<file path="config.mk">
export PLATFORM = sky130hd
export DESIGN_NAME = watchdog_timer
export DESIGN_NICKNAME = d
export VERILOG_FILES = /design/src/rtl/wdt_pkg.sv /design/src/rtl/wdt_channel.sv /design/src/rtl/watchdog_timer.sv
export SDC_FILE = /design/constraint.sdc
export NUM_CORES = 1
export LEC_CHECK = 0
export BUFFER_PORTS_ARGS = -buffer_cell sky130_fd_sc_hd__clkbuf_2
export CAP_MARGIN = 20
export CORE_UTILIZATION = 52
export CTS_CLUSTER_SIZE = 40
export DETAILED_ROUTE_END_ITERATION = 8
export PLACE_DENSITY_LB_ADDON = 0.3
export REMOVE_ABC_BUFFERS = 1
export SLEW_MARGIN = 20
export SYNTH_ARGS = -nofsm -noshare
export SYNTH_HDL_FRONTEND = slang
export SYNTH_SLANG_ARGS = --single-unit
</file>
<file path="constraint.sdc">
create_clock -name clk -period 3.12 [get_ports clk]
set_clock_uncertainty 0.05 [all_clocks]
set_input_delay 0.624 -clock clk [delete_from_list [all_inputs] [get_ports clk]]
set_output_delay 0.624 -clock clk [all_outputs]
set_load 0.05 [all_outputs]
</file>
<file path="src/rtl/wdt_pkg.sv">
// Shared types and constants for the multi-channel watchdog timer.
// Latency: n/a (declarations only).
// Backpressure: n/a.
//
// Contents:
//   WDT_STATE_W  width of the per-channel state register
//   wdt_state_t  per-channel FSM state encoding
package wdt_pkg;

  localparam int WDT_STATE_W = 2;

  typedef enum logic [WDT_STATE_W-1:0] {
    WDT_IDLE    = 2'd0,
    WDT_RUN     = 2'd1,
    WDT_EXPIRED = 2'd2
  } wdt_state_t;

endpackage : wdt_pkg

</file>
<file path="src/rtl/wdt_channel.sv">
// One watchdog channel: FSM plus tick counter with sticky expiry flag.
// Latency: expired/early_kick rise on the clk edge that samples the causing tick/kick.
// Backpressure: none; tick and kick are pulses consumed unconditionally.
//
// Ports:
//   clk, rst_n   clock, asynchronous active-low reset
//   tick         shared count-enable strobe
//   en           arm; 1 = channel may run
//   kick         service pulse; restarts the count
//   clear_flag   acknowledge of an expiry (only acts in EXPIRED)
//   timeout      expiry limit, sampled live
//   win          early-kick window (only with WDT_WINDOW_EN)
//   count        current count
//   expired      sticky expiry flag
//   early_kick   sticky "kicked too early" flag (tied 0 without WDT_WINDOW_EN)
module wdt_channel
  import wdt_pkg::*;
#(
  parameter int W = 8
) (
  input  logic         clk,
  input  logic         rst_n,
  input  logic         tick,
  input  logic         en,
  input  logic         kick,
  input  logic         clear_flag,
  input  logic [W-1:0] timeout,
  input  logic [W-1:0] win,
  output logic [W-1:0] count,
  output logic         expired,
  output logic         early_kick
);

  wdt_state_t state;
  logic       early_hit;

`ifdef WDT_WINDOW_EN
  // A zero window disables the early-kick check entirely.
  assign early_hit = (win != '0) && (count < win);
`else
  logic unused_win;
  assign unused_win = ^win;
  assign early_hit  = 1'b0;
`endif

  always_ff @(posedge clk or negedge rst_n) begin
    if (!rst_n) begin
      state      <= WDT_IDLE;
      count      <= '0;
      expired    <= 1'b0;
      early_kick <= 1'b0;
    end else begin
      case (state)
        WDT_IDLE: begin
          count <= '0;
          if (en) state <= WDT_RUN;
        end

        // en=0 beats kick, kick beats tick.
        WDT_RUN: begin
          if (!en) begin
            state <= WDT_IDLE;
            count <= '0;
          end else if (kick) begin
            if (early_hit) begin
              state      <= WDT_EXPIRED;
              expired    <= 1'b1;
              early_kick <= 1'b1;
            end else begin
              count <= '0;
            end
          end else if (tick) begin
            // Equality compare: count never passes timeout, so the
            // increment can never wrap under a stable timeout. A timeout
            // lowered below count lets it run on and wrap by design.
            if (count == timeout) begin
              state   <= WDT_EXPIRED;
              expired <= 1'b1;
            end else begin
              count <= count + W'(1);
            end
          end
        end

        // Frozen until acknowledged; en, kick and tick are ignored.
        WDT_EXPIRED: begin
          if (clear_flag) begin
            state      <= WDT_IDLE;
            count      <= '0;
            expired    <= 1'b0;
            early_kick <= 1'b0;
          end
        end

        default: begin
          state <= WDT_IDLE;
          count <= '0;
        end
      endcase
    end
  end

endmodule : wdt_channel

</file>
<file path="src/rtl/watchdog_timer.sv">
// N-channel watchdog timer; slices flat buses onto wdt_channel instances.
// Latency: expired one edge after the expiring tick; any_expired one edge later.
// Backpressure: none.
//
// Optional feature macro: WDT_WINDOW_EN (windowed watchdog, early-kick fault).
// Ports:
//   clk, rst_n   clock, asynchronous active-low reset
//   tick         shared count-enable strobe
//   en/kick/clear_flag  per-channel controls [N]
//   timeout/win  per-channel limits, channel c at [c*W +: W]
//   count        per-channel counts, channel c at [c*W +: W]
//   expired/early_kick  per-channel sticky flags [N]
//   any_expired  registered OR of expired
module watchdog_timer
  import wdt_pkg::*;
#(
  parameter int W = 8,
  parameter int N = 4
) (
  input  logic           clk,
  input  logic           rst_n,
  input  logic           tick,
  input  logic [N-1:0]   en,
  input  logic [N-1:0]   kick,
  input  logic [N-1:0]   clear_flag,
  input  logic [N*W-1:0] timeout,
  input  logic [N*W-1:0] win,
  output logic [N*W-1:0] count,
  output logic [N-1:0]   expired,
  output logic [N-1:0]   early_kick,
  output logic           any_expired
);

  for (genvar c = 0; c < N; c++) begin : g_ch
    wdt_channel #(.W(W)) u_ch (
      .clk        (clk),
      .rst_n      (rst_n),
      .tick       (tick),
      .en         (en[c]),
      .kick       (kick[c]),
      .clear_flag (clear_flag[c]),
      .timeout    (timeout[c*W +: W]),
      .win        (win[c*W +: W]),
      .count      (count[c*W +: W]),
      .expired    (expired[c]),
      .early_kick (early_kick[c])
    );
  end

  // Registered so the fault controller sees a clean flop output.
  always_ff @(posedge clk or negedge rst_n) begin
    if (!rst_n) any_expired <= 1'b0;
    else        any_expired <= |expired;
  end

endmodule : watchdog_timer

</file>
### Word-level counts from Yosys, hierarchy flattened

Index checks and enable logic that the tools add are counted.

* output and inout port bits: 41
* input bits: 79
* register bits after elaboration: 45
* logic and storage cells: 170

* reduce and logical (&&, ||, !) cells: 21
* mux-type cells: 76
* equality and inequality tests: 56
* add/subtract/negate cells: 4

Operators by type and width (count)
* 8-bit two-way mux: 20
* 8-bit case mux with 2 select lines: 4
* 2-bit two-way mux: 24
* 2-bit != test, second input constant: 20
* 8-bit by 1-bit adder with 8-bit output, second input constant: 4
* 8-bit equality test: 4
* 4-bit != test, second input constant: 8
* 3-bit != test, second input constant: 8
* 2-bit case mux with 3 select lines: 4
* 6-bit AND reduction: 4
* 1-bit two-way mux: 20
* 5-bit AND reduction: 4
* 3-bit by 2-bit != test with 1-bit output, second input constant: 4
* 3-bit AND reduction: 4
* 2-bit by 1-bit equality test with 1-bit output, second input constant: 4
* 2-bit equality test, second input constant: 4
* 2-bit logical NOT: 4
* 2-bit by 1-bit != test with 1-bit output, second input constant: 4
* 1-bit case mux with 2 select lines: 4
* 2-bit nonzero test: 4
* 4-bit OR reduction: 1

### Logic depth before layout (Yosys ltp)

Gate-level depths: netlist of the first run.

* depth after elaboration: 6
* gate-level depth with buffers: 6
* gate-level depth less buffers: 5

### Modules after synthesis

A second synthesis of the first run with hierarchy kept.

* cells, all modules: 294
* area total of the unflattened synthesis: 2832.7 µm²

By module, submodules not included
* wdt_channel (g_ch[2].u_ch ...): sequential area each 275.3 µm², cells each 73, times used 2, area an instance 698.2 µm²
* wdt_channel (g_ch[0].u_ch): sequential area each 275.3 µm², cells each 76, times used 1, area an instance 723.2 µm²
* wdt_channel (g_ch[1].u_ch): sequential area each 275.3 µm², cells each 70, times used 1, area an instance 680.7 µm²
* watchdog_timer: sequential area each 25.0 µm², cells each 2, times used 1, area an instance 32.5 µm²

### Worst setup path after synthesis of the first run

No wires, ideal clock.

* path type: register to register
* from: reg g_ch[1].u_ch.count[3]
* to: reg g_ch[1].u_ch.count[7]
* library setup time: 0.124 ns
* data required time: 2.946 ns
* data arrival time: 1.821 ns
* path buffers: 1
* period minus slack after synthesis: 1.995 ns
* stages on the path, launching flop included: 7
* setup slack: 1.125 ns
* cells stage by stage: dfrtp_1 -> buf_2 -> xor2_1 -> nor4_2 -> a21o_1 -> nor4_1 -> a211o_1

* word-level cells in the longest chain between the ends: 6
* elaborated cells between the ends (all ways): 9
* classes of those cells: 1 x add/sub; 2 x eq/ne; 5 x mux; 1 x reduce/logical

Ends and longest elaborated chain
* from (decl): line wdt_channel.sv:29 `output logic [W-1:0] count,`
* from (signal assigned): line wdt_channel.sv:80 `count <= count + W'(1);`
* 8-bit by 1-bit adder with 8-bit output: line wdt_channel.sv:80
* 8-bit two-way mux: line wdt_channel.sv:76 `if (count == timeout) begin`
* 8-bit two-way mux: line wdt_channel.sv:72 `end else if (tick) begin`
* 8-bit two-way mux: line wdt_channel.sv:64 `end else if (kick) begin`
* 8-bit two-way mux: line wdt_channel.sv:61 `if (!en) begin`
* 8-bit case mux with 2 select lines: line wdt_channel.sv:53 `case (state)`

Parallel ways exist; a longest one is shown, timed or not. The select of a mux whose other input is x is not followed.
A chain may end at the register's enable or synchronous reset.

### Final worst setup path of the first run

* from: reg g_ch[2].u_ch.count[0]
* to: reg g_ch[2].u_ch.count[0]

* word-level cells in the longest chain between the ends: 6
* elaborated cells between the ends (all ways): 9
* classes of those cells: 1 x add/sub; 2 x eq/ne; 5 x mux; 1 x reduce/logical

Ends and longest elaborated chain (line)
* from (decl): wdt_channel.sv:29
* from (signal assigned): wdt_channel.sv:80
* 8-bit by 1-bit adder with 8-bit output: wdt_channel.sv:80
* 8-bit two-way mux: wdt_channel.sv:76
* 8-bit two-way mux: wdt_channel.sv:72
* 8-bit two-way mux: wdt_channel.sv:64
* 8-bit two-way mux: wdt_channel.sv:61
* 8-bit case mux with 2 select lines: wdt_channel.sv:53

Parallel ways exist; a longest one is shown, timed or not. The select of a mux whose other input is x is not followed.

==> results of run 1 <==
-- per-stage QoR --
stage	util, %	instances
floorplan	-	295
global placement	63.2	449
detailed placement	63.2	449
CTS	64.8	457
global route	64.8	457
finish	64.8	457
-- area by class of cell --
| type | count | area, um^2 |
|---|---|---|
| Multi-Input combinational cell | 237 | 1580 |
| Fill cell | 460 | 1820 |
| Clock buffer | 8 | 80.1 |
| Timing Repair Buffer | 84 | 423 |
| Sequential cell | 45 | 1130 |
| Tap cell | 70 | 87.6 |
| Inverter | 13 | 48.8 |
-- how the worst max path moves through the flow --
| stage | cells past startpoint | to | start |
|---|---|---|---|
| CTS | 5 | g_ch[2].u_ch.count[0] | g_ch[2].u_ch.count[0] |
| detailed placement | 6 | g_ch[2].u_ch.count[0] | timeout[16] |
| finish | 5 | g_ch[2].u_ch.count[0] | g_ch[2].u_ch.count[0] |
| global placement | 6 | g_ch[2].u_ch.count[0] | timeout[16] |
| floorplan | 5 | g_ch[2].u_ch.count[0] | g_ch[2].u_ch.count[0] |
| global route | 5 | g_ch[2].u_ch.count[0] | g_ch[2].u_ch.count[0] |
-- where the power goes --
part           internal [mW]  switching [mW]
Combinational         0.0801           0.157
Clock                  0.159           0.186
Sequential             0.602          0.0327
Total                  0.842           0.376
-- cell families (layout without fill, tap and decap cells) --
family | Yosys count | count (layout) | share of synthesized area, %
other cells | 1 | 4 | 0.132
xor+xnor | 32 | 32 | 9.87
buf+inv | 28 | 105 | 4.94
flops | 45 | 45 | 39.7
fa+ha+maj | 4 | 4 | 1.76
mux | 3 | 3 | 1.10
compound gates | 73 | 73 | 18.6
simple gates | 121 | 121 | 23.9
-- critical path: stages (launching register included) --
cell and delay, ns:
sky130_fd_sc_hd__dfrtp_1 0.44, sky130_fd_sc_hd__xnor2_1 0.19, sky130_fd_sc_hd__nand4_1 0.18, sky130_fd_sc_hd__o21ai_1 0.70
sky130_fd_sc_hd__nor2_1 0.12, sky130_fd_sc_hd__mux2_2 0.29
-- flip-flops by register name, indices dropped and copies added (netlist names) --
name	cells
any_expired	1
g_ch.u_ch.state	8
g_ch.u_ch.expired	4
g_ch.u_ch.count	32
-- metal layers --
metal	global-route usage, %	wire [um]	vias up
li1	-	-	1293
met1	30.6	2890	1270
met2	36.2	3060	97
met3	4.63	336	10
met4	7.82	85	0
met5	0	0	-
-- cell usage in the layout, fill, tap and decap left out, types with 3 or more instances in the layout --
master,Yosys,routed
sky130_fd_sc_hd__a211o_1,6,6
sky130_fd_sc_hd__a21o_1,5,5
sky130_fd_sc_hd__a21oi_1,10,10
sky130_fd_sc_hd__a31oi_1,7,7
sky130_fd_sc_hd__a32o_1,3,3
sky130_fd_sc_hd__and3_1,8,8
sky130_fd_sc_hd__clkbuf_1,3,3
sky130_fd_sc_hd__clkbuf_2,1,83
sky130_fd_sc_hd__clkbuf_8,0,5
sky130_fd_sc_hd__conb_1,1,4
sky130_fd_sc_hd__dfrtp_1,45,45
sky130_fd_sc_hd__ha_1,4,4
sky130_fd_sc_hd__inv_1,13,13
sky130_fd_sc_hd__nand2_1,40,40
sky130_fd_sc_hd__nand2b_1,3,3
sky130_fd_sc_hd__nand3_1,14,14
sky130_fd_sc_hd__nand4_1,8,8
sky130_fd_sc_hd__nor2_1,7,7
sky130_fd_sc_hd__nor3_1,7,7
sky130_fd_sc_hd__nor4_1,5,5
sky130_fd_sc_hd__nor4_2,4,4
sky130_fd_sc_hd__o211a_1,3,3
sky130_fd_sc_hd__o211ai_1,3,3
sky130_fd_sc_hd__o21ai_0,12,12
sky130_fd_sc_hd__o311a_1,3,3
sky130_fd_sc_hd__o311ai_0,6,6
sky130_fd_sc_hd__or3_1,5,5
sky130_fd_sc_hd__or4_1,5,5
sky130_fd_sc_hd__xnor2_1,16,16
sky130_fd_sc_hd__xor2_1,16,16
==> out/summary.json, run 1 <==
{
  "status": {"value": "finished, final reports clean"},
  "post_route_cells_drive_above_1_share": {"value": 25.1, "unit": "%"},
  "clock_tree.root_cell": {"value": "sky130_fd_sc_hd__clkbuf_8"},
  "areaGrowthSynthToFinish": {"value": 18.0, "unit": "%"},
  "final_cell_area": {"value": 0.00335, "unit": "mm^2"},
  "whs": {"value": 0.365, "unit": "ns"},
  "grt_use_total": {"value": 22.7, "unit": "%"},
  "yosysMostFrequentCell": {"value": "sky130_fd_sc_hd__dfrtp_1"},
  "clock-sinks": {"value": 45},
  "yosysWarnings": {"value": 0},
  "die_area": {"value": 0.00576, "unit": "mm^2"},
  "power_per_cell_area": {"value": 363, "unit": "mW/mm^2"},
  "start_kind": {"value": "flip-flop"},
  "final_max_slew_viols": {"value": 0},
  "synth_cells": {"value": 307},
  "routedWlPerCell": {"value": 13.9, "unit": "um"},
  "post-synth-top-area-fraction": {"value": 39.7, "unit": "%"},
  "cp_data_arrival_time": {"value": 2.22, "unit": "ns"},
  "drt.antenna.violating_nets": {"value": 0},
  "place_hpwl": {"value": 4700, "unit": "um"},
  "netlist-cell-type-count": {"value": 58},
  "grt_pass1_wl": {"value": 9840, "unit": "um"},
  "cts_made_buffers": {"value": 5},
  "fin_ws": {"value": 1.03, "unit": "ns"},
  "antennaDiodeCount": {"value": 0},
  "count_of_vias_placed_by_the_detailed_router": {"value": 2670},
  "cts.hold.buffers_added": {"value": 0},
  "power.static_leakage": {"value": 1.68, "unit": "nW"},
  "crit-reg2reg-launch": {"value": "g_ch[2].u_ch.count[0]"},
  "initial_core_util": {"value": 54.9, "unit": "%"},
  "synth_area_leader_cell": {"value": "sky130_fd_sc_hd__dfrtp_1"},
  "syn-mean-instance-area": {"value": 9.25, "unit": "um^2"},
  "finalWorstPathRequiredPeriod": {"value": 2.09, "unit": "ns"},
  "maxSlewHeadroom": {"value": 44.0, "unit": "%"},
  "cts_tree": {"value": "built"},
  "grt_antenna_before_repair": {"value": 0},
  "finalSetupViolations": {"value": 0},
  "fp-row-count": {"value": 26},
  "maxCapViolCount": {"value": 0},
  "h-tree-depth": {"value": 2},
  "placed_area": {"value": 0.00327, "unit": "mm^2"},
  "achievable-frequency": {"value": 0.479, "unit": "GHz"},
  "cts.clk_slew.worst_paths": {"value": 0.08, "unit": "ns"},
  "cp.required": {"value": 3.26, "unit": "ns"},
  "synth_top_cells_by_count": {"value": "sky130_fd_sc_hd__dfrtp_1, sky130_fd_sc_hd__nand2_1, sky130_fd_sc_hd__xnor2_1, sky130_fd_sc_hd__xor2_1, sky130_fd_sc_hd__nand3_1"},
  "postCtsResizedCells": {"value": 0},
  "gp_routability_congestion": {"value": 0.843},
  "first_global_vias": {"value": 2202},
  "rrSetupSlack": {"value": 1.03, "unit": "ns"},
  "timing_hold_violations_final": {"value": 0},
  "worst_slew_pin_slew": {"value": 0.834, "unit": "ns"},
  "asyncSetResetFlopFracSynth": {"value": 100, "unit": "%"},
  "report.power.total": {"value": 1.22, "unit": "mW"},
  "die_x": {"value": 75.9, "unit": "um"},
  "num_io_pins": {"value": 120},
  "timing.hold.worst.class": {"value": "primary input to async pin"},
  "core_region_area": {"value": 0.00517, "unit": "mm^2"},
  "clk_latency": {"value": 0.29, "unit": "ns"},
  "vdd_drop_max": {"value": 0.247, "unit": "mV"},
  "post_synth_edffs": {"value": 0},
  "grt_remaining_overflow": {"value": 0},
  "main_area_contributors_after_synthesis": {"value": "sky130_fd_sc_hd__dfrtp_1, sky130_fd_sc_hd__nand2_1, sky130_fd_sc_hd__xnor2_1, sky130_fd_sc_hd__xor2_1, sky130_fd_sc_hd__nand3_1"},
  "yosysSeqAreaShare": {"value": 39.7, "unit": "%"},
  "largest_net_degree_at_the_start_of_global_routing": {"value": 46},
  "rr_endpoint": {"value": "g_ch[2].u_ch.count[0]"},
  "routed_via_density": {"value": 5.84},
  "drtPass1Iterations": {"value": 4},
  "drt_first_iter_violations": {"value": 185},
  "synthesis.area": {"value": 0.00284, "unit": "mm^2"},
  "chipHeight": {"value": 75.9, "unit": "um"},
  "setup_repair_after_global_routing_missed_its_margin": {"value": "no"},
  "worstPathMaxFanout": {"value": 14},
  "setup.worst_path.end_class": {"value": "flip-flop"},
  "ys_seq_elements": {"value": 45},
  "nNetsFinal": {"value": 469},
  "postSynth.topFlopCell": {"value": "sky130_fd_sc_hd__dfrtp_1"},
  "clock_tree.buffer_depth": {"value": 2},
  "timing.reg2reg.worst_path_depth": {"value": 5},
  "fin_setup_tns": {"value": 0, "unit": "ns"},
  "layout_worst_path_cycle_share": {"value": 66.9, "unit": "%"},
  "place.port_buffers": {"value": 83},
  "start_to_end_type_of_the_worst_setup_path": {"value": "flip-flop to flip-flop"},
  "cts_setup_buffers": {"value": 0},
  "place_worst_setup_slack": {"value": 0.854, "unit": "ns"},
  "drc": {"value": 0},
  "wl": {"value": 6370, "unit": "um"}
}
Power figures use the tool's default switching activity.
==> run 2, diff against run 1 <==
- CORE_UTILIZATION: 52 -> 44
- clock period: 3.12 -> 1.9 ns (I/O delays scaled with it)
==> out/summary.json, run 2 (same netlist as run 1, synthesis figures left out) <==
{
  "cts_tree": {"value": "built"},
  "drt.antenna.violating_nets": {"value": 0, "change": "unchanged"},
  "finalWorstPathRequiredPeriod": {"value": 1.79, "unit": "ns", "change": "-0.302 ns"},
  "setup_repair_after_global_routing_missed_its_margin": {"value": "no"},
  "place_hpwl": {"value": 5320, "unit": "um", "change": "+13%"},
  "layout.cells.most_common": {"value": "sky130_fd_sc_hd__clkbuf_2"},
  "die_x": {"value": 82.3, "unit": "um", "change": "+8.5%"},
  "finalSetupViolations": {"value": 0, "change": "unchanged"},
  "wl": {"value": 6990, "unit": "um", "change": "+9.7%"},
  "clock_tree.root_cell": {"value": "sky130_fd_sc_hd__clkbuf_8"},
  "final_cell_area": {"value": 0.00364, "unit": "mm^2", "change": "+8.7%"},
  "num_io_pins": {"value": 120, "change": "unchanged"},
  "cp_data_arrival_time": {"value": 1.92, "unit": "ns", "change": "-0.30 ns"},
  "largest_net_degree_at_the_start_of_global_routing": {"value": 46, "change": "unchanged"},
  "timing.reg2reg.worst_path_depth": {"value": 5, "change": "unchanged"},
  "cts_made_buffers": {"value": 5, "change": "unchanged"},
  "clock_tree.buffer_depth": {"value": 2, "change": "unchanged"},
  "fp-row-count": {"value": 28, "change": "+7.7%"},
  "top_register": {"value": "g_ch.u_ch.count"},
  "vdd_drop_max": {"value": 0.365, "unit": "mV", "change": "+48%"},
  "power.static_leakage": {"value": 1.86, "unit": "nW", "change": "+10%"},
  "rrSetupSlack": {"value": 0.11, "unit": "ns", "change": "-0.92 ns"},
  "post_route_cells_drive_above_1_share": {"value": 31.5, "unit": "%", "change": "+6.4 points"},
  "count_of_vias_placed_by_the_detailed_router": {"value": 2779, "change": "+4.1%"},
  "drtPass1Iterations": {"value": 5, "change": "+1"},
  "report.power.total": {"value": 2.23, "unit": "mW", "change": "+83%"},
  "core_region_area": {"value": 0.00606, "unit": "mm^2", "change": "+17%"},
  "layout_worst_path_cycle_share": {"value": 94.0, "unit": "%", "change": "+27 points"},
  "start_to_end_type_of_the_worst_setup_path": {"value": "flip-flop to flip-flop"},
  "maxCapViolCount": {"value": 0, "change": "unchanged"},
  "grt_use_total": {"value": 21.0, "unit": "%", "change": "-1.7 points"},
  "timing.hold.worst.class": {"value": "primary input to async pin"},
  "initial_core_util": {"value": 46.8, "unit": "%", "change": "-8.0 points"},
  "grt_remaining_overflow": {"value": 0, "change": "unchanged"},
  "biggestRegsByFlops": {"value": "g_ch.u_ch.count (32), g_ch.u_ch.state (8), g_ch.u_ch.expired (4)"},
  "maxSlewHeadroom": {"value": 57.0, "unit": "%", "change": "+13 points"},
  "largest_register_ffs": {"value": 32, "change": "unchanged"},
  "chipHeight": {"value": 82.3, "unit": "um", "change": "+8.5%"},
  "timing_hold_violations_final": {"value": 0, "change": "unchanged"},
  "drc": {"value": 0, "change": "unchanged"},
  "most-common-layout-cells": {"value": "sky130_fd_sc_hd__clkbuf_2, sky130_fd_sc_hd__dfrtp_1, sky130_fd_sc_hd__nand2_1"},
  "routedWlPerCell": {"value": 14.2, "unit": "um", "change": "+2.1%"},
  "grt_pass1_wl": {"value": 11000, "unit": "um", "change": "+12%"},
  "power_per_cell_area": {"value": 612, "unit": "mW/mm^2", "change": "+68%"},
  "cts.hold.buffers_added": {"value": 0, "change": "unchanged"},
  "gp_routability_congestion": {"value": 0.854, "change": "+1.3%"},
  "antennaDiodeCount": {"value": 0, "change": "unchanged"},
  "dp_cells": {"value": 482, "change": "+7.3%"},
  "setup.worst_path.end_class": {"value": "flip-flop"},
  "drt_first_iter_violations": {"value": 140, "change": "-24%"},
  "fin_setup_tns": {"value": 0, "unit": "ns", "change": "unchanged"},
  "grt_antenna_before_repair": {"value": 0, "change": "unchanged"},
  "post_layout_nonfiller_instances": {"value": 491, "change": "+7.4%"},
  "place.port_buffers": {"value": 83, "change": "unchanged"},
  "whs": {"value": 0.00541, "unit": "ns", "change": "-0.359 ns"},
  "placed_area": {"value": 0.00350, "unit": "mm^2", "change": "+7.0%"},
  "die_area": {"value": 0.00678, "unit": "mm^2", "change": "+18%"},
  "clk_latency": {"value": 0.30, "unit": "ns", "change": "about the same"},
  "h-tree-depth": {"value": 2, "change": "unchanged"},
  "worstPathMaxFanout": {"value": 5, "change": "-9"},
  "nNetsFinal": {"value": 498, "change": "+6.2%"},
  "routed_via_density": {"value": 5.66, "change": "-3.1%"},
  "achievable-frequency": {"value": 0.560, "unit": "GHz", "change": "+17%"},
  "critical_path.startpoint": {"value": "g_ch[3].u_ch.count[6]"},
  "areaGrowthSynthToFinish": {"value": 28.3, "unit": "%"},
  "clock-sinks": {"value": 45, "change": "unchanged"},
  "final_max_slew_viols": {"value": 0, "change": "unchanged"},
  "first_global_vias": {"value": 2486, "change": "+13%"},
  "worst_slew_pin_slew": {"value": 0.639, "unit": "ns", "change": "-0.195 ns"},
  "status": {"value": "finished, final reports clean"},
  "cts.clk_slew.worst_paths": {"value": 0.09, "unit": "ns", "change": "about the same"},
  "crit-reg2reg-launch": {"value": "g_ch[3].u_ch.count[6]"},
  "start_kind": {"value": "flip-flop"},
  "num-fill-cells": {"value": 570, "change": "+24%"},
  "cp.required": {"value": 2.04, "unit": "ns", "change": "-1.22 ns"}
}
run 2: critical path, stage by stage (launching register included):
cell,delay (ns)
sky130_fd_sc_hd__dfrtp_1,0.43
sky130_fd_sc_hd__xor2_1,0.19
sky130_fd_sc_hd__nor4_2,0.38
sky130_fd_sc_hd__a21oi_1,0.20
sky130_fd_sc_hd__and3_1,0.21
sky130_fd_sc_hd__a211o_1,0.22
run 2: where the power goes:
part | switching [mW] | internal (mW)
Clock | 0.347 | 0.428
Sequential | 0.0485 | 0.989
Combinational | 0.266 | 0.150
run 2: through the flow:
step / utilization [%] / worst slack (ns)
floorplan: - / -0.102
global placement: 57.7 / 0.0771
detailed placement: 57.7 / 0.0629
CTS: 59.7 / 0.102
global route: 60.1 / 0.0119
finish: 60.1 / 0.114
run 2: area by class of cell:
| class | instances | area, um^2 | area share (%) |
|---|---|---|---|
| inverter | 13 | 48.8 | 1.34 |
| sequential | 45 | 1130 | 30.9 |
| multi-input combinational | 237 | 1600 | 43.9 |
| timing repair buffer | 113 | 653 | 17.9 |
| clock buffer | 6 | 82.6 | 2.27 |
| clock inverter | 2 | 37.5 | 1.03 |
| tap | 75 | 93.8 | 2.58 |
run 2: per-layer routing:
| layer | global-route usage [%] | vias up | wire [um] |
|---|---|---|---|
| li1 | - | 1349 | - |
| met1 | 28.1 | 1307 | 3140 |
| met2 | 34.0 | 113 | 3340 |
| met3 | 3.85 | 10 | 448 |
| met4 | 6.84 | 0 | 61 |
| met5 | 0 | - | 0 |
run 2: worst paths after layout:
| kind | end |
|---|---|
| min reg2reg | g_ch[1].u_ch.expired |
| max | g_ch[3].u_ch.count[3] |
| max in group asynchronous | g_ch[3].u_ch.count[1] |
| min | g_ch[1].u_ch.count[7] |
| max reg2reg | g_ch[3].u_ch.count[3] |
| min in group clk | g_ch[0].u_ch.state[0] |
run 2: what timing repair did:
item                       CTS  global route
setup endpoints to repair    0             2
buffers inserted             0             1
resized for setup            0             2
==> run 3, diff against run 2 <==
- HOLD_SLACK_MARGIN: unset -> 0.05
- RECOVER_POWER: unset -> 100
==> out/summary.json, run 3 (same netlist as run 1, synthesis figures left out) <==
{
  "drt.antenna.violating_nets": {"value": 0, "change": "unchanged"},
  "clk_latency": {"value": 0.30, "unit": "ns", "change": "about the same"},
  "most_used_layer_global_route": {"value": "met2"},
  "cp_data_arrival_time": {"value": 1.97, "unit": "ns", "change": "+0.05 ns"},
  "maxCapViolCount": {"value": 0, "change": "unchanged"},
  "worstPathCellList": {"value": "xor2_1 > nor4_2 > buf_4 > a21o_4 > or4_1 > nand3_1"},
  "cts.clk_slew.worst_paths": {"value": 0.09, "unit": "ns", "change": "about the same"},
  "h-tree-depth": {"value": 2, "change": "unchanged"},
  "start_to_end_type_of_the_worst_setup_path": {"value": "flip-flop to flip-flop"},
  "biggestRegsByFlops": {"value": "g_ch.u_ch.count (32), g_ch.u_ch.state (8), g_ch.u_ch.expired (4)"},
  "post_layout_nonfiller_instances": {"value": 492, "change": "+0.20%"},
  "layout_worst_path_cycle_share": {"value": 93.7, "unit": "%", "change": "-0.27 points"},
  "power_per_cell_area": {"value": 620, "unit": "mW/mm^2", "change": "+1.3%"},
  "wl": {"value": 6970, "unit": "um", "change": "-0.24%"},
  "final_max_slew_viols": {"value": 0, "change": "unchanged"},
  "clock_tree.buffer_depth": {"value": 2, "change": "unchanged"},
  "global_route.usage.met3": {"value": 3.85, "unit": "%", "change": "unchanged"},
  "worst-path-buf-inv": {"value": 1, "change": "+1"},
  "setup.worst_path.end_class": {"value": "flip-flop"},
  "drtPass1Iterations": {"value": 4, "change": "-1"},
  "start_kind": {"value": "flip-flop"},
  "grt_antenna_before_repair": {"value": 0, "change": "unchanged"},
  "die_area": {"value": 0.00678, "unit": "mm^2", "change": "unchanged"},
  "clock-sinks": {"value": 45, "change": "unchanged"},
  "drt_first_iter_violations": {"value": 112, "change": "-20%"},
  "nNetsFinal": {"value": 499, "change": "+0.20%"},
  "antennaDiodeCount": {"value": 0, "change": "unchanged"},
  "chipHeight": {"value": 82.3, "unit": "um", "change": "unchanged"},
  "timing.hold.worst.class": {"value": "primary input to flip-flop"},
  "cts_tree": {"value": "built"},
  "grt_remaining_overflow": {"value": 0, "change": "unchanged"},
  "maxSlewHeadroom": {"value": 30.9, "unit": "%", "change": "-26 points"},
  "count_of_vias_placed_by_the_detailed_router": {"value": 2776, "change": "-0.11%"},
  "critical_path.max_stage_delay": {"value": 0.46, "unit": "ns", "change": "+0.03 ns"},
  "finalSetupViolations": {"value": 0, "change": "unchanged"},
  "cp.required": {"value": 2.09, "unit": "ns", "change": "+0.05 ns"},
  "cts_made_buffers": {"value": 5, "change": "unchanged"},
  "num_io_pins": {"value": 120, "change": "unchanged"},
  "groute.layer.met2.usage": {"value": 34.0, "unit": "%", "change": "unchanged"},
  "final_cell_area": {"value": 0.00357, "unit": "mm^2", "change": "-2.0%"},
  "largest_net_degree_at_the_start_of_global_routing": {"value": 46, "change": "unchanged"},
  "drc": {"value": 0, "change": "unchanged"},
  "report.power.total": {"value": 2.21, "unit": "mW", "change": "-0.73%"},
  "routed_via_density": {"value": 5.64, "change": "-0.31%"},
  "dp_cells": {"value": 482, "change": "unchanged"},
  "finalWorstPathRequiredPeriod": {"value": 1.78, "unit": "ns", "change": "-0.00515 ns"},
  "crit_path_top_delay_cell": {"value": "sky130_fd_sc_hd__or4_1"},
  "grt_pass1_wl": {"value": 11000, "unit": "um", "change": "unchanged"},
  "power.static_leakage": {"value": 1.72, "unit": "nW", "change": "-7.5%"},
  "crit_family": {"value": "simple AND/OR/NAND/NOR gates"},
  "areaGrowthSynthToFinish": {"value": 25.7, "unit": "%"},
  "place_hpwl": {"value": 5320, "unit": "um", "change": "unchanged"},
  "placed_area": {"value": 0.00350, "unit": "mm^2", "change": "unchanged"},
  "initial_core_util": {"value": 46.8, "unit": "%", "change": "unchanged"},
  "setup_repair_after_global_routing_missed_its_margin": {"value": "no"},
  "die_x": {"value": 82.3, "unit": "um", "change": "unchanged"},
  "timing_hold_violations_final": {"value": 0, "change": "unchanged"},
  "largest_register_ffs": {"value": 32, "change": "unchanged"},
  "fp-row-count": {"value": 28, "change": "unchanged"},
  "achievable-frequency": {"value": 0.561, "unit": "GHz", "change": "+0.29%"},
  "worst_slew_pin_slew": {"value": 1.04, "unit": "ns", "change": "+0.397 ns"},
  "first_global_vias": {"value": 2486, "change": "unchanged"},
  "clock_tree.root_cell": {"value": "sky130_fd_sc_hd__clkbuf_8"},
  "grt_use_total": {"value": 21.0, "unit": "%", "change": "unchanged"},
  "most-common-layout-cells": {"value": "sky130_fd_sc_hd__clkbuf_2, sky130_fd_sc_hd__dfrtp_1, sky130_fd_sc_hd__nand2_1"},
  "place.port_buffers": {"value": 83, "change": "unchanged"},
  "globalRouteMet1Util": {"value": 28.1, "unit": "%", "change": "unchanged"},
  "vdd_drop_max": {"value": 0.360, "unit": "mV", "change": "-1.2%"},
  "routedWlPerCell": {"value": 14.2, "unit": "um", "change": "-0.45%"},
  "gp_routability_congestion": {"value": 0.854, "change": "unchanged"},
  "layout.cells.most_common": {"value": "sky130_fd_sc_hd__clkbuf_2"},
  "worstPathMaxFanout": {"value": 6, "change": "+1"},
  "post_route_cells_drive_above_1_share": {"value": 21.6, "unit": "%", "change": "-9.9 points"},
  "num-fill-cells": {"value": 594, "change": "+4.2%"},
  "top_register": {"value": "g_ch.u_ch.count"},
  "core_region_area": {"value": 0.00606, "unit": "mm^2", "change": "unchanged"},
  "whs": {"value": 0.276, "unit": "ns", "change": "+0.270 ns"},
  "status": {"value": "finished, final reports clean"}
}
==> run 3: metal layers <==
metal,wire length [um],up-vias
li1,-,1356
met1,3130,1306
met2,3340,105
met3,425,9
met4,77,0
met5,0,-
==> run 3: metrics by stage <==
stage	worst slack [ns]	setup TNS [ns]	utilization, %
final	0.119	0	58.9
after global routing	0.00837	0	58.9
after CTS	0.102	0	59.9
after detailed placement	0.0629	0	57.7
after global placement	0.0771	0	57.7
after floorplan	-0.102	-0.386	-
==> run 3: path summary, 6_finish.rpt <==
kind                       slack (ns)                   from                     to  cells after the start
max reg2reg                      0.12  g_ch[1].u_ch.count[7]  g_ch[1].u_ch.count[5]                      6
max in group asynchronous        0.33                  rst_n  g_ch[3].u_ch.count[0]                      3
min reg2reg                      0.48  g_ch[2].u_ch.count[7]  g_ch[2].u_ch.count[7]                      1
min in group asynchronous        0.84                  rst_n  g_ch[1].u_ch.count[7]                      3
min                              0.28                  en[0]  g_ch[0].u_ch.state[0]                      2
max                              0.12  g_ch[1].u_ch.count[7]  g_ch[1].u_ch.count[5]                      6
==> run 3: where the power goes <==
group          internal (mW)  leakage, nW  switching [mW]
clock                  0.428       0.0574           0.344
combinational          0.139         1.05           0.266
sequential             0.989        0.617          0.0470
==> run 3: what timing repair did <==
item	in CTS	in global routing
setup buffers	0	1
resized for setup	0	2
hold endpoints to repair	45	0
hold buffers	1	0
setup endpoints to repair	0	2
==> run 3: area by class of cell <==
class / instances / area (um^2) / area share (%)
inverters: 13 / 48.8 / 1.37
flip-flops and latches: 45 / 1130 / 31.6
repair buffers: 114 / 589 / 16.5
clock inverters: 2 / 37.5 / 1.05
clock buffers: 6 / 82.6 / 2.31
well taps: 75 / 93.8 / 2.63
multi-input cells: 237 / 1590 / 44.5
